**src/rtl/conv_top.sv**
```systemverilog
// Self-contained 3x3 valid-mode convolution over an internally held 8x8 image.
// Emits the 6x6 feature map row-major, one registered result per clock, then parks in DONE.
module conv_top (
  input  logic        clk,
  input  logic        rst,
  output logic        out_valid,
  output logic [15:0] out_data,
  output logic [2:0]  out_row,
  output logic [2:0]  out_col,
  output logic        done
);

  localparam int IMG_W = 8;
  localparam int IMG_H = 8;
  localparam int PIX_W = 8;
  localparam int ACC_W = 16;
  localparam int K     = 3;
  localparam int NPIX  = IMG_W * IMG_H;
  localparam logic [2:0] LAST_COL = 3'(IMG_W - K);
  localparam logic [2:0] LAST_ROW = 3'(IMG_H - K);

  // Row-major 3x3 Sobel-style horizontal gradient kernel.
  localparam logic signed [3:0] KERNEL [K*K] = '{
    4'sd1, 4'sd0, -4'sd1,
    4'sd2, 4'sd0, -4'sd2,
    4'sd1, 4'sd0, -4'sd1
  };

  typedef enum logic [1:0] {
    IDLE = 2'd0,
    RUN  = 2'd1,
    DONE = 2'd2
  } state_t;

  logic [PIX_W-1:0]        img_q [NPIX];
  state_t                  state_q,     state_d;
  logic [2:0]              row_q,       row_d;
  logic [2:0]              col_q,       col_d;
  logic                    out_valid_q, out_valid_d;
  logic signed [ACC_W-1:0] out_data_q,  out_data_d;
  logic [2:0]              out_row_q,   out_row_d;
  logic [2:0]              out_col_q,   out_col_d;
  logic                    done_q,      done_d;

  logic [5:0]              tap_idx;
  logic signed [ACC_W-1:0] win_sum;

  // All nine taps are read in parallel; {row, col} is the flat image address
  // because the image is exactly 8 pixels wide.
  always_comb begin
    // NOTE: every variable gets a default before any branch or loop so the
    // block stays purely combinational and never infers a latch.
    tap_idx = '0;
    win_sum = '0;
    for (int a = 0; a < K; a++) begin
      for (int b = 0; b < K; b++) begin
        tap_idx = {row_q + 3'(a), col_q + 3'(b)};
        win_sum = win_sum
                + ACC_W'($signed({1'b0, img_q[tap_idx]}))
                * ACC_W'(KERNEL[4'(a * K + b)]);
      end
    end
  end

  always_comb begin
    state_d     = state_q;
    row_d       = row_q;
    col_d       = col_q;
    out_valid_d = out_valid_q;
    out_data_d  = out_data_q;
    out_row_d   = out_row_q;
    out_col_d   = out_col_q;
    done_d      = done_q;

    case (state_q)
      IDLE: state_d = RUN;

      RUN: begin
        out_valid_d = 1'b1;
        out_data_d  = win_sum;
        out_row_d   = row_q;
        out_col_d   = col_q;
        if (col_q == LAST_COL) begin
          col_d = '0;
          if (row_q == LAST_ROW) begin
            state_d = DONE;
          end else begin
            row_d = row_q + 3'd1;
          end
        end else begin
          col_d = col_q + 3'd1;
        end
      end

      DONE: begin
        out_valid_d = 1'b0;
        done_d      = 1'b1;
      end

      default: state_d = IDLE;
    endcase
  end

  // NOTE: sequential state uses non-blocking assignments only, so every flop
  // samples the pre-edge value of every other flop regardless of statement order.
  always_ff @(posedge clk) begin
    if (rst) begin
      state_q     <= IDLE;
      row_q       <= '0;
      col_q       <= '0;
      out_valid_q <= 1'b0;
      out_data_q  <= '0;
      out_row_q   <= '0;
      out_col_q   <= '0;
      done_q      <= 1'b0;
      // NOTE: the image has no write port, so reset is its only loader; each
      // reset cycle rewrites pixel(r,c) = r*8 + c, which is just the flat address.
      for (int i = 0; i < NPIX; i++) begin
        img_q[i] <= PIX_W'(i);
      end
    end else begin
      state_q     <= state_d;
      row_q       <= row_d;
      col_q       <= col_d;
      out_valid_q <= out_valid_d;
      out_data_q  <= out_data_d;
      out_row_q   <= out_row_d;
      out_col_q   <= out_col_d;
      done_q      <= done_d;
    end
  end

  assign out_valid = out_valid_q;
  assign out_data  = out_data_q;
  assign out_row   = out_row_q;
  assign out_col   = out_col_q;
  assign done      = done_q;

endmodule

```
**config.mk**
```make
export PLATFORM = sky130hd
export DESIGN_NAME = conv_top
export DESIGN_NICKNAME = d
export VERILOG_FILES = /design/src/rtl/conv_top.sv
export SDC_FILE = /design/constraint.sdc
export NUM_CORES = 1
export LEC_CHECK = 0
export CAP_MARGIN = 20
export CORE_ASPECT_RATIO = 1.2
export CORE_MARGIN = 10
export CORE_UTILIZATION = 43
export CTS_CLUSTER_DIAMETER = 40
export CTS_CLUSTER_SIZE = 30
export DETAILED_ROUTE_END_ITERATION = 10
export HOLD_SLACK_MARGIN = 0.05
export PLACE_DENSITY = 0.79
export SLEW_MARGIN = 20
export SYNTH_ARGS = -nofsm -noshare
export SYNTH_HDL_FRONTEND = slang
export SYNTH_SLANG_ARGS = --single-unit
export TNS_END_PERCENT = 100
```
**constraint.sdc**
```tcl
create_clock -name clk -period 1.5 [get_ports clk]
set_input_delay 0.225 -clock clk [delete_from_list [all_inputs] [get_ports clk]]
set_output_delay 0.225 -clock clk [all_outputs]
set_load 0.01 [all_outputs]
```
==> impl_summary.md, run 1 <==
Outcome
The run finished with clean final reports.

Setup path
The worst setup slack for register-to-register paths is between 0.08 and 0.09 ns. The startpoint of the most critical register-to-register path is row_q[1]. The category of the most critical setup path is flip-flop to flip-flop. In this design, the stage delay of the slowest critical-path cell is 0.39 ns. The arrival time at the worst endpoint is 1.60 ns. Among all stages on the critical path, the largest delay is contributed by sky130_fd_sc_hd__dfxtp_1. The worst setup path is launched from a flip-flop.

The kind of end point of the critical path is a flip-flop. Along the worst path, the maximum fanout reaches 6. The destination of the worst register-to-register timing path is row_q[2]. The endpoint required time on the critical path is 1.68 ns. Traced cell by cell, the critical path runs through inv_1 -> ha_1 -> a21boi_4 -> nand3_1 -> mux2_4. The number of cells on the worst reg-to-reg path is 5.

Worst hold path
The origin of the worst min-delay path is out_col[0]. The worst hold path endpoint is out_col[0]. The worst hold path passes through 2 cells. The type of the worst min-delay path is flip-flop to flip-flop.

Die
In this run the standard cell core region covers 1870 um2. Row generation in the floorplan step produced 17 rows. For this design the top-level I/O count stands at 26.

The die span in y is between 60 and 70 um. The die covers 4190 um2. The die span in x is 60.8 um.

The initial utilization of the core area, before any placement, comes to 45.8%.

Layout
The share of the core filled with cells in the final layout is 51.3%. The total inserted antenna cells is 0. From synthesis to final layout, the design area changed by 12.0%. The post-layout instance count excluding filler cells is 121. The layout cell share with drive strength beyond 1 is 12.7%. The net count of the finished layout is 111.

Yosys
After synthesis, the share of cell area in mux cells is 11.1%. The synthesized netlist occupies a cell area of 857 um2. The average size of a mapped cell is 9.63 um2. The count of state elements after synthesis is 16. The complex-gate fraction of the synthesized area is 9.34%. The most used flip-flop cell after synthesis is sky130_fd_sc_hd__dfxtp_1. The post-synthesis cell type count is 26. The parity-gate share of the synthesized area counting xor and xnor cells is slightly above 1%. The main combinational cell family by area after synthesis is buffers and inverters.

The Yosys step of the flow raised 0 warnings. The cell taking the most area after synthesis is sky130_fd_sc_hd__dfxtp_1. Counting flops with an async set or reset pin after synthesis yields a share of 0%. After synthesis, the cell types taking the most area are sky130_fd_sc_hd__dfxtp_1, sky130_fd_sc_hd__buf_4, sky130_fd_sc_hd__mux2i_1.

The simple-gate portion of the synthesized area is 15.0%. Counting every instance in the synthesized netlist gives 89. Counting flops with a built-in enable in the synthesized netlist gives 0. The adder-cell share of the synthesized area is 8.76%. The area share of the largest cell type after synthesis is between 30% and 40%. Summing the sequential cell areas from Yosys gives 37.4% of the chip area.

Route
Summing over every cut layer, the via total after detailed routing is ~580. The number of nets with antenna violations after routing is 0. For this run, design rule violations remaining after detail routing come to 0. Using the TritonRoute via totals, the vias-per-cell ratio works out to roughly 4.8. In this run, the number of DRC markers left after iteration 0 of detailed routing was 3.

The total wire length after detailed routing is 1.58 mm. Before antenna repair, the detailed router went through 4 iterations. Dividing the detail-routed wire length by the instance count gives 13.1 um.

Timing
The final-report setup violation count is 0. Of the available clock period, the critical path in the final layout requires 94.3%. Subtracting the final worst setup slack from the clock period gives 1.41 ns. The total negative slack is 0 ns. The number of pins with negative max-slew slack in the final report is 0. Setup repair after global routing left no endpoint under its margin. The hold violation total from the final report is 0. The worst-case clock skew is 0.00289 ns. Derived from the worst setup path, the maximum achievable clock frequency is 707 MHz.

Pwr
Of the total power, the clock network draws 21.7%. For this design the static power due to leakage is about 0.00041 uW. The switching share of power is between 30 and 40%. Per report_power, the sequential group accounts for 42.2% of the total.

The power per unit of standard cell area is 1350 nW/um2. The worst IR drop on VDD is about 740 uV. The analysis attributes to net switching a power of 419 uW. Internal power comes to just under 900 uW. The part of the power in combinational logic is 36.2%.

Clocking
The quantity of hold-fixing buffers added after cts is 0. Clock tree synthesis found a total of 16 sinks. In this run the number of H-tree levels came out at 1. The clock reaches the later pin of the worst-skew pair after 0.28 ns. The count of instances resized after the clock tree is built is 0. TritonCTS built the clock tree. The CTS clock-pin slew for the worst setup and hold paths is 0.09 ns. The root buffer cell chosen for the clock tree is sky130_fd_sc_hd__clkbuf_4.

Once the clock tree was built, the setup fixing pass inserted 0 buffers. Counting the buffers created by CTS gives 3. Counting along the longest clock path gives a buffer depth of 2.

Flow run
The tool flagged a number of max-cap violations equal to 0.

GRT
Entering global routing, the biggest net connects 10 pins. The global router's overall resource usage is under 10%. The number of antenna violations at the first check in global routing is 0. The number of global-route vias before repair is 538. The first global-routing pass estimated 2.29 mm of wire. The total grt overflow is 0.

Place
The routability congestion estimate from global placement is 0.698. The placed wire-length estimate after detailed placement is between 1 and 1.5 mm. The number of placed instances with taps included is ~120. The number of buffers added on ports is 9.
synth_stat cells, types with 2 or more instances:
cell type,n
sky130_fd_sc_hd__mux2i_1,8
sky130_fd_sc_hd__nand2b_1,5
sky130_fd_sc_hd__dfxtp_1,16
sky130_fd_sc_hd__inv_1,3
sky130_fd_sc_hd__nand2_1,2
sky130_fd_sc_hd__a21oi_1,3
sky130_fd_sc_hd__nor2_1,12
sky130_fd_sc_hd__ha_1,6
sky130_fd_sc_hd__buf_4,16
sky130_fd_sc_hd__buf_2,2
power by group through the flow:
stage	Combinational [uW]	Sequential [uW]	Clock, uW
after floorplan	349	554	0
after global placement	451	548	0
after detailed placement	467	557	0
after CTS	472	547	294
after global routing	516	556	319
final	469	547	281
worst max-delay path by stage:
stage	from	to	slack [ns]	cells past startpoint
2_1_floorplan	row_q[1]	row_q[2]	0.19	5
3_3_place_gp	row_q[1]	row_q[2]	0.13	5
3_5_place_dp	row_q[1]	row_q[2]	0.1	5
4_1_cts	out_valid	out_valid	0.07	1
5_1_grt	out_row[1]	out_row[1]	0.01	1
6_report	row_q[1]	row_q[2]	0.09	5
sequential cells by signal (all words and copies together) (netlist names):
signal	cells
state_q	2
out_row	3
done	1
row_q	3
col_q	3
out_col	3
out_valid	1
cell usage in the layout (no fill, tap or decap), types with 2 or more instances in the layout:
cell type,count
sky130_fd_sc_hd__conb_1,16
sky130_fd_sc_hd__nand2b_1,5
sky130_fd_sc_hd__nor2_1,12
sky130_fd_sc_hd__mux2i_1,8
sky130_fd_sc_hd__dfxtp_1,16
sky130_fd_sc_hd__clkdlybuf4s50_1,9
sky130_fd_sc_hd__inv_1,3
sky130_fd_sc_hd__nand2_1,2
sky130_fd_sc_hd__clkbuf_4,3
sky130_fd_sc_hd__ha_1,6
sky130_fd_sc_hd__buf_4,4
sky130_fd_sc_hd__a21oi_1,3
metal layers:
| layer | global-route usage (%) | share of wire [%] |
|---|---|---|
| met5 | 0 | 0 |
| met4 | 4.95 | 1.3 |
| met3 | 4.39 | 11 |
| met2 | 13.1 | 53 |
| met1 | 6.24 | 35 |
worst max-delay path: cells and delay by family (launching register included):
| kind | cells | cell delay, ns |
|---|---|---|
| compound gates | 1 | 0.22 |
| fa+ha+maj | 1 | 0.21 |
| buf+inv | 1 | 0.06 |
| flops | 1 | 0.39 |
| mux | 1 | 0.31 |
| simple gates | 1 | 0.13 |
cell type report:
type	instances	area, um2
clock buffer	4	36.3
fill	185	912
sequential	16	320
tap	19	23.8
timing repair buffer	13	120
multi-input combinational	66	448
inverter	3	11.3
metrics by stage:
step           setup slack [ns]  power, uW  hold slack, ns  area, um2
6_report                 0.0851       1300           0.479        960
2_1_floorplan             0.190        903           0.466        913
3_3_place_gp              0.126        999           0.454        923
3_5_place_dp             0.0974       1020           0.471        923
5_1_grt                  0.0116       1390           0.506        960
4_1_cts                  0.0653       1310           0.484        960
cells by family (layout without fill, tap and decap cells):
group,Yosys count,after routing
flip-flops,16,16
multiplexers,9,9
other,1,16
AO/OA/AOI/OAI,9,9
adder cells (fa/ha/maj),6,6
AND/OR/NAND/NOR,25,25
XOR/XNOR,1,1
buffers and inverters,22,20
Note: power is estimated with default switching activity, not from simulation.
==> run 2: changes to the inputs <==
==> constraint.sdc (replaced) <==
create_clock -name clk -period 1.5 [get_ports clk]
set_input_delay 0.3 -clock clk [delete_from_list [all_inputs] [get_ports clk]]
set_output_delay 0.3 -clock clk [all_outputs]
set_load 0.01 [all_outputs]
==> run 2 against run 1 <==
Clock skew is 0.00062 ns lower. Routed wire length is 7.7% lower. Largest power group unchanged. Setup slack worse by 0.035 ns. Critical path type is now flip-flop to primary output. Critical path depth is 4 lower. Largest cell class unchanged. Clock power is 2% lower.
==> impl_summary.md, run 2 (same netlist as run 1, synthesis figures left out) <==
Outcome
The flow ran to the end, and the final reports show no timing, DRC or antenna violations.

Clocking
The CTS clock-pin slew for the worst setup and hold paths is 0.09 ns (about the same). The maximum number of buffers from clock root to sink is 2 (unchanged). The number of buffers inserted to repair setup after CTS is 0 (unchanged). The clock insertion delay at the later pin of the skew report is 0.28 ns (about the same). Clock tree synthesis selected as its root buffer the cell sky130_fd_sc_hd__clkbuf_4. The clock tree from TritonCTS is yes.

The count of H-tree levels built during CTS was 1 (unchanged). The clock buffer count from CTS is 3 (unchanged). The number of clock sinks seen by CTS came to 16 (unchanged).

Setup path
The cell class contributing the biggest share of worst-path delay is buffers and inverters. The standard cell with the maximum stage delay on the critical path is sky130_fd_sc_hd__clkdlybuf4s50_1. STA classifies the critical path startpoint as a flip-flop. The arrival time at the worst endpoint is 1.15 ns (-0.45 ns).

The highest fanout seen on the critical path is 2 (-4). The highest cell delay on the worst timing path is 0.54 ns (+0.15 ns). STA classifies the critical path endpoint as a primary output.

Traced cell by cell, the critical path runs through clkdlybuf4s50_1. The endpoint required time on the critical path came to 1.20 ns (-0.48 ns). The buffer and inverter count on the worst path is 1 (unchanged).

The worst setup path is of the flip-flop to primary output kind.

Pwr
The worst IR drop on VDD is 851 uV (+15%). The switching share of power is 31.6% (-0.70 points). The part of the power in combinational logic was 36.1% (about the same).

The net load switching power is 404 uW (-3.6%). The proportion of power drawn by flip-flops and latches is 42.4% (+0.2 points). The proportion of power drawn by the clock network is 21.5% (-0.2 points). The total leakage power is 0.000541 uW (+32%). The power per unit of standard cell area is 1290 nW/um2 (-4.4%). The internal power contribution is 873 uW (-0.43%).

Route
The initial DRC count is 2 (-1). The total wire length after detailed routing was 1.46 mm (-7.7%). The first-pass iteration count of the detailed router was 4 (unchanged). The number of vias per cell was 4.68 (-1.9%). The post-detailed-route DRC marker count was 0 (unchanged). The number of nets with antenna violations after routing came to 0 (unchanged).

The average wire per standard cell came to 12.1 um (-7.7%). The via count of the routed design is 566 (-1.9%).

Place
The worst setup slack before clock tree synthesis came to 0.0933 ns (-0.00411 ns). The area of placed instances is 936 um2 (+1.4%). The number of buffers added on ports is 9 (unchanged). The routability congestion estimate from global placement is 0.719 (+2.9%). The placed wire-length estimate after detailed placement is 1.21 mm (-4.7%).

Layout
The post-route standard cell area excluding fillers is 990 um2 (+3.1%). The number of nets in the layout came to 111 (unchanged). The total of fill cells in the finished design was 176 (-4.9%). The register cell area after layout is 320 um2 (unchanged).

The multi-input combinational cell area was 448 um2 (unchanged). The layout cell share with drive strength beyond 1 came to 12.7% (unchanged). The total inserted antenna cells is 0 (unchanged). The share of the core filled with cells in the final layout is 52.9% (+1.6 points).

The top cell types in the final layout, fill and taps aside, are sky130_fd_sc_hd__conb_1, sky130_fd_sc_hd__dfxtp_1, sky130_fd_sc_hd__nor2_1. The area growth from synthesis to final layout is 15.5%.

Timing
The setup slack after layout is 0.0505 ns (-0.0346 ns). The final critical path time including I/O delays and setup is 1.45 ns (+0.0346 ns). The hold violation total from the final report is 0 (unchanged). The number of pins with negative max-slew slack in the final report came to 0 (unchanged). The portion of the clock cycle consumed by the worst path in the final layout is 96.6% (+2.3 points). Setup repair after global routing could not meet its margin everywhere. The worst hold slack after final layout is 0.476 ns (-0.00362 ns). The maximum operating frequency is 690 MHz (-2.4%). The final-report setup violation count is 0 (unchanged). The worst-case clock skew is 0.00228 ns (-0.000616 ns). The total negative slack is 0 ns (unchanged).

Die
The number of placed I/O pins is 26 (unchanged). The core outline area is 1870 um2 (unchanged). The overall die area was 4190 um2 (unchanged). The initial cell density of the core is 45.8% (unchanged). The die span in x came to 60.8 um (unchanged). The die span in y was 68.9 um (unchanged). The cell row count is 17 (unchanged).

GRT
The largest net degree at the start of global routing was 18 (+8). The number of antenna violations at the first check in global routing was 0 (unchanged). The global router's overall resource usage is 7.26% (-0.24 points). The total grt overflow is 0 (unchanged). The number of global-route vias before repair is 555 (+3.2%). The wire length of the first global-routing pass is 2.36 mm (+3.0%).

Worst hold path
The min-delay analysis places its worst path in the category flip-flop to flip-flop.

Flow run
The number of max-cap violations is 0 (unchanged).
-- run 2: layout make-up --
| class | instances | area share (%) |
|---|---|---|
| sequential | 16 | 32.4 |
| tap | 19 | 2.40 |
| timing repair buffer | 13 | 15.2 |
| inverter | 3 | 1.14 |
| multi-input combinational | 66 | 45.3 |
| clock buffer | 4 | 3.67 |
-- run 2: final timing paths --
path,start,to,slack (ns),depth (start not counted)
min reg2reg,out_col[0],out_col[0],0.48,2
max reg2reg,state_q[1],state_q[0],0.07,5
max,out_col[1],out_col[1],0.05,1
min,out_col[0],out_col[0],0.48,2
-- run 2: repair_timing --
item | CTS | global route
hold buffers | 0 | 0
endpoints found under the setup margin | 0 | 9
gates resized for setup | 0 | 7
-- run 2: power by group through the flow --
stage | Clock [uW] | Sequential [uW] | Combinational, uW
after floorplan | 0 | 554 | 349
after global placement | 0 | 547 | 454
after detailed placement | 0 | 553 | 471
after CTS | 288 | 543 | 473
after global routing | 301 | 552 | 514
final | 274 | 542 | 461
-- run 2: per-stage QoR --
step / cells / power [uW]
3_5_place_dp: 117 / 1020
2_1_floorplan: 104 / 903
5_1_grt: 121 / 1370
6_report: 121 / 1280
4_1_cts: 121 / 1300
3_3_place_gp: 117 / 1000
-- run 2: routing by layer --
layer | GRT usage (%) | share of wire [%] | vias to the layer above
met1 | 7.23 | 37 | 258
met5 | 0 | 0 | -
met4 | 3.30 | 1.6 | 0
met3 | 2.93 | 9.7 | 4
li1 | - | - | 288
met2 | 12.9 | 51 | 16
